<file path="src/rtl/spi_deserializer.sv">
// SPI receive endpoint. It oversamples SPI_clk, CS and DataBit into the clk domain
// and rebuilds WIDTH-bit words, MSB first.
// Good frames update Data_Out and pulse valid.
// Frames with the wrong bit count pulse frame_err.
module spi_deserializer #(
  parameter int WIDTH       = 32,
  parameter int SYNC_STAGES = 2
) (
  input  logic             clk,
  input  logic             rst,
  input  logic             SPI_clk,
  input  logic             CS,
  input  logic             DataBit,
  output logic [WIDTH-1:0] Data_Out,
  output logic             valid,
  output logic             frame_err,
  output logic             busy
);

  localparam int CW = $clog2(WIDTH + 2);
  localparam logic [CW-1:0] COUNT_FULL = CW'(WIDTH);
  localparam logic [CW-1:0] COUNT_OVER = CW'(WIDTH + 1);

  // CHECK is the final cycle of a frame.
  // The frame is judged there, after any last shift has landed.
  typedef enum logic [1:0] {IDLE, RECV, CHECK} state_t;

  logic [SYNC_STAGES-1:0] sck_sync, cs_sync, din_sync, settle;
  logic                   sck_prev, cs_prev;
  logic                   sck_s, cs_s, din_s;
  logic                   sck_rise, cs_fall, cs_rise;

  state_t                 state_q, state_d;
  logic [CW-1:0]          count_q, count_d;
  logic [WIDTH-1:0]       shreg_q, shreg_d;
  logic [WIDTH-1:0]       data_d;
  logic                   valid_d, err_d;
  logic                   armed_q, armed_d;

  // Synchronizer chains.
  // settle fills with ones as the reset values are flushed out of the chains.
  always_ff @(posedge clk) begin
    if (rst) begin
      sck_sync <= '0;
      cs_sync  <= '1;
      din_sync <= '0;
      settle   <= '0;
      sck_prev <= 1'b0;
      cs_prev  <= 1'b1;
    end else begin
      sck_sync <= {sck_sync[SYNC_STAGES-2:0], SPI_clk};
      cs_sync  <= {cs_sync[SYNC_STAGES-2:0], CS};
      din_sync <= {din_sync[SYNC_STAGES-2:0], DataBit};
      settle   <= {settle[SYNC_STAGES-2:0], 1'b1};
      sck_prev <= sck_s;
      cs_prev  <= cs_s;
    end
  end

  assign sck_s    = sck_sync[SYNC_STAGES-1];
  assign cs_s     = cs_sync[SYNC_STAGES-1];
  assign din_s    = din_sync[SYNC_STAGES-1];
  assign sck_rise = sck_s & ~sck_prev;
  assign cs_fall  = ~cs_s & cs_prev;
  assign cs_rise  = cs_s & ~cs_prev;
  assign busy     = (state_q != IDLE);

  // Frame state, counters and output registers.
  always_ff @(posedge clk) begin
    if (rst) begin
      state_q   <= IDLE;
      count_q   <= '0;
      shreg_q   <= '0;
      Data_Out  <= '0;
      valid     <= 1'b0;
      frame_err <= 1'b0;
      armed_q   <= 1'b0;
    end else begin
      state_q   <= state_d;
      count_q   <= count_d;
      shreg_q   <= shreg_d;
      Data_Out  <= data_d;
      valid     <= valid_d;
      frame_err <= err_d;
      armed_q   <= armed_d;
    end
  end

  // Next-state logic.
  // The receiver is armed only after a genuine high CS has been synchronized.
  // A CS line that is already low when reset is released cannot start a frame.
  always_comb begin
    state_d = state_q;
    count_d = count_q;
    shreg_d = shreg_q;
    data_d  = Data_Out;
    valid_d = 1'b0;
    err_d   = 1'b0;
    armed_d = armed_q | (settle[SYNC_STAGES-1] & cs_s);
    case (state_q)
      IDLE: begin
        if (cs_fall && armed_q) begin
          state_d = RECV;
          count_d = '0;
        end
      end
      RECV: begin
        if (sck_rise) begin
          shreg_d = {shreg_q[WIDTH-2:0], din_s};
          if (count_q != COUNT_OVER) begin
            count_d = count_q + CW'(1);
          end
        end
        if (cs_rise) begin
          state_d = CHECK;
        end
      end
      CHECK: begin
        state_d = IDLE;
        if (count_q == COUNT_FULL) begin
          data_d  = shreg_q;
          valid_d = 1'b1;
        end else begin
          err_d = 1'b1;
        end
      end
      default: state_d = IDLE;
    endcase
  end

endmodule

</file>
<file path="config.mk">
export PLATFORM = sky130hd
export DESIGN_NAME = spi_deserializer
export DESIGN_NICKNAME = d
export VERILOG_FILES = /design/src/rtl/spi_deserializer.sv
export SDC_FILE = /design/constraint.sdc
export NUM_CORES = 1
export LEC_CHECK = 0
export CORE_ASPECT_RATIO = 1.25
export CORE_MARGIN = 2
export CORE_UTILIZATION = 57
export CTS_CLUSTER_DIAMETER = 200
export DETAILED_ROUTE_END_ITERATION = 6
export PLACE_DENSITY = 0.81
export SLEW_MARGIN = 20
export SYNTH_ARGS = -nofsm -noshare
export SYNTH_HDL_FRONTEND = slang
export SYNTH_SLANG_ARGS = --single-unit
</file>
<file path="constraint.sdc">
create_clock -name clk -period 3.24 [get_ports clk]
set_input_delay 0.648 -clock clk [delete_from_list [all_inputs] [get_ports clk]]
set_output_delay 0.648 -clock clk [all_outputs]
set_load 0.005 [all_outputs]
</file>
## After elaboration in Yosys (flattened, before gate mapping)

Cells that the tools add are included.

- RAM bits: 0
- Latch bits: 0
- ROM bits: 0
- Memories: 0
- Output and inout bits: 35
- Flip-flop bits (word level): 85
- Logic and storage cells: 51

- Div/mod/pow operators: 0
- Reductions and logical operators: 9
- Shifts and indexed selects: 0
- Bitwise operators: 9
- $mul: 0
- Magnitude comparators: 0
- $add $sub $neg: 1
- Equality and inequality tests: 8
- Mux-type cells: 10

Operators with widths:

| kind | count |
|---|---|
| two-way mux 6 bit | 3 |
| case mux 6 bit (2 select lines) | 1 |
| != test 2 bit (second input constant) | 4 |
| adder 6 x 1 -> 6 bit (second input constant) | 1 |
| == test 6 bit (second input constant) | 1 |
| != test 6 bit (second input constant) | 1 |
| AND reduction 2 bit | 3 |
| bitwise AND 1 bit | 4 |
| two-way mux 2 bit | 2 |
| inverter 1 bit | 4 |
| case mux 2 bit (2 select lines) | 1 |
| AND reduction 4 bit | 1 |
| nonzero test 2 bit | 2 |
| two-way mux 1 bit | 3 |
| == test 2 x 1 -> 1 bit (second input constant) | 1 |
| == test 2 bit (second input constant) | 1 |
| logical NOT 2 bit | 1 |
| OR reduction 2 bit | 1 |
| logical AND 1 bit | 1 |
| bitwise OR 1 bit | 1 |

## Longest topological paths before layout

- Word-level depth: 5
- Depth in mapped cells: 7
- Depth with buffers taken out: 5

## Least setup slack after synthesis

OpenSTA, ideal clock, no wires.

- Path kind: register -> register
- From: reg count_q[2]
- To: reg Data_Out[10]
- Stages on the path, launching flop included: 6
- Period minus slack after synthesis: 1.461 ns
- Arrival time: 1.329 ns
- Data required time: 3.108 ns
- Slack: 1.779 ns
- Cells stage by stage: dfxtp_1 > nor4b_4 > nand4b_1 > clkbuf_1 > nand2_1 > a21oi_1

- Longest elaborated chain between the ends: 2

Ends and longest elaborated chain:

| element | RTL line | source |
|---|---|---|
| from (decl) | 34 | `logic [CW-1:0] count_q, count_d;` |
| from (signal assigned) | 80 | `count_q <= count_d;` |
| == test 6 bit | 120 | `if (count_q == COUNT_FULL) begin` |
| AND reduction 2 bit (no source line) | - |  |
| to (signal assigned) | 82 | `Data_Out <= data_d;` |
| to (decl) | 14 | `output logic [WIDTH-1:0] Data_Out,` |

No other way between the ends.
A chain may end at the register's enable or synchronous reset.

## Final worst setup path

- From: reg count_q[2]
- To: reg Data_Out[8]

The elaborated chain is that of the path after synthesis.

==> impl_results.md <==
- Crit Path Max Fanout: 21
- Sequential share of the synthesized area: 0.567
- Post-cts resize count: 0
- Die Width: 68.9 um
- Relative slew margins: 0.488
- First-pass GRT wire length: 9.56 mm
- Hold Path Class: flip-flop to flip-flop
- Clk buf depth: 2
- Layout cells sized above 1: 0.0738
- Post-Synthesis Cells: 357
- Leakage: 1.17 nW
- Post-Syn Area: 0.00300 sq mm
- Final critical-path required period: 2.17 ns
- Pin count of the biggest net entering global routing: 57
- Pre-CTS setup slack: 1.08 ns
- Clk Latency, worst-skew pair: 0.35 ns
- Routability Congestion: 0.795
- Via count: 2373
- CTS tree: done
- # Max-Cap Violations: 0
- RSZ-0062 raised after global routing: false
- Synth unique cells: 30
- Post-synthesis register bit count: 85
- Vias per std cell: 5.22
- Top cell type's share of synthesized area: 0.567
- Worst setup EP type: flip-flop
- Chip height: 85.1 um
- PwrDens: 498 mW/mm^2
- Most common cell after layout, fill and taps aside: nand2_1
- Placement Cell Area: 0.00340 sq mm
- Avg WL per Cell: 12.2 um
- Most frequent cells in the layout: nand2_1, dfxtp_1, a21oi_1, clkdlybuf4s50_1, clkbuf_8
- Post-CTS Repair Setup Buffers: 0
- Status: finished clean
- Dominant cell type by area after synthesis: dfxtp_1
- Reg area: 0.00170 sq mm
- WP data required: 3.52 ns
- Detailed Routing Iterations Pass 1: 4
- Yosys synthesis warning count: 0
- Period utilisation layout: 0.670
- Overall global routing resource usage: 0.215
- CTS Hold Bufs: 0
- Final Net Count: 397
- Avg Inst Size Synth: 8.41 sq um
- Fmax achieved: 461 MHz
- IO Count: 40
- Vias in the first global route: 2213
- Area grow syn2layout: 19.4%
- Area contributors post-synth: dfxtp_1, nand2_1, a21oi_1
- Drt initial violations: 122
- Worst Setup Path Type: flip-flop to flip-flop
- Setup Skew: 0.00690 ns
- Final hold violation count: 0
- Core Box Area: 0.00508 sq mm
- Die Area: 0.00587 sq mm
- GRT overflow: 0
- Final wirelength: 5.56 mm
- Antenna cells: 0
- Arrival time worst endpoint: 2.45 ns
- Final ANT Viol Nets: 0
- Syn Nets: 365
- Fin worst setup slack: 1.07 ns
- Area of the multi-input gates: 0.00119 sq mm
- Hold Worst Slack: 0.418 ns
- Post-detail-place hpwl: 3.50 mm
- CTS Buf Count: 9
- Post-Route Setup TNS: 0 ns
- Root Driver: clkbuf_8
- Worst slew pin tran: 0.768 ns
- VDD IR max: 0.437 mV
- PortBufs: 39
- Initial antenna violation count: 0
- Clk sink count: 85
- Fillers: 444
- Clock slew at reported path FFs: 0.08 ns
- Slew Limit Fails: 0
- CP startpoint kind: flip-flop
- Row count: 29
- Non-Filler Cell Area, Final: 0.00358 sq mm
- Setup Viol. Count Final: 0
- Initial Utilization: 0.591
- DRC: 0
- CTS HTree Levels: 3
## area by class of cell
| class | instances | share of cell area |
|---|---|---|
| flip-flops and latches | 85 | 0.475 |
| multi-input cells | 245 | 0.331 |
| repair buffers | 44 | 0.118 |
| clock buffers | 10 | 0.0356 |
| well taps | 62 | 0.0216 |
| clock inverters | 5 | 0.0147 |
| inverters | 4 | 0.00419 |
## flip-flops by register name, summed over array words and instances, names as in the netlist
signal	count
Data_Out	32
armed_q	1
count_q	6
cs_prev	1
cs_sync	2
din_sync	2
frame_err	1
sck_prev	1
sck_sync	2
settle	2
shreg_q	32
state_q	2
valid	1
## worst max-delay path, stage by stage, from the launching register on
cell     delay, ns
dfxtp_1       0.38
nor4b_4       0.45
and4b_1       0.76
buf_4         0.31
nand2_1       0.07
a21oi_1       0.13
## metal layers
layer,vias to the layer above,GRT usage,share of wire
met3,7,0.0517,0.039
met5,-,0,0
met2,47,0.351,0.49
li1,1232,-,-
met4,0,0.0963,0.016
met1,1087,0.266,0.46
## kinds of logic after synthesis
kind of cell	Yosys count	share of synthesized area
buffers and inverters	27	0.0396
adders and majority gates	3	0.0125
AOI/OAI and AO/OA	80	0.145
and+or+nand+nor	162	0.236
DFF	85	0.567
## per-stage QoR
step | std cells | total power [mW] | utilization
floorplan | 357 | 1.10 | -
global placement | 440 | 1.11 | 0.670
detailed placement | 440 | 1.11 | 0.670
CTS | 455 | 1.80 | 0.706
global route | 455 | 1.85 | 0.706
finish | 455 | 1.79 | 0.706
## power breakdown
group	total (mW)	switching [mW]	internal [mW]	leakage (nW)
combinational	0.0318	0.0208	0.0109	0.390
clock	0.701	0.353	0.348	0.0919
sequential	1.05	0.00283	1.05	0.687
## synthesized netlist by cell type
library cell and instances:
nand2_1 132, dfxtp_1 85, a21oi_1 68, clkbuf_1 15, nor2b_1 6, buf_2 5
a31oi_1 4, inv_1 4, nor2_1 4, or2_2 4, buf_4 3, ha_1 3
nor3_1 3, a41oi_1 2, nand2b_1 2, nand3_1 2, or3_1 2, a2111oi_0 1
a2111oi_2 1, a21oi_2 1, and3_1 1, and4b_1 1, nand4b_1 1, nand4bb_1 1
nor3b_2 1, nor4b_4 1, o211ai_1 1, o21ai_1 1, o41ai_1 1, or3_4 1
## final timing paths
check / from / end / slack (ns) / depth (start not counted)
setup / recovery: count_q[2] / Data_Out[8] / 1.07 / 5
hold / removal: cs_sync[0] / cs_sync[1] / 0.42 / 1
setup reg to reg: count_q[2] / Data_Out[8] / 1.07 / 5
hold reg to reg: cs_sync[0] / cs_sync[1] / 0.42 / 1
Power figures use the tool's default switching activity.
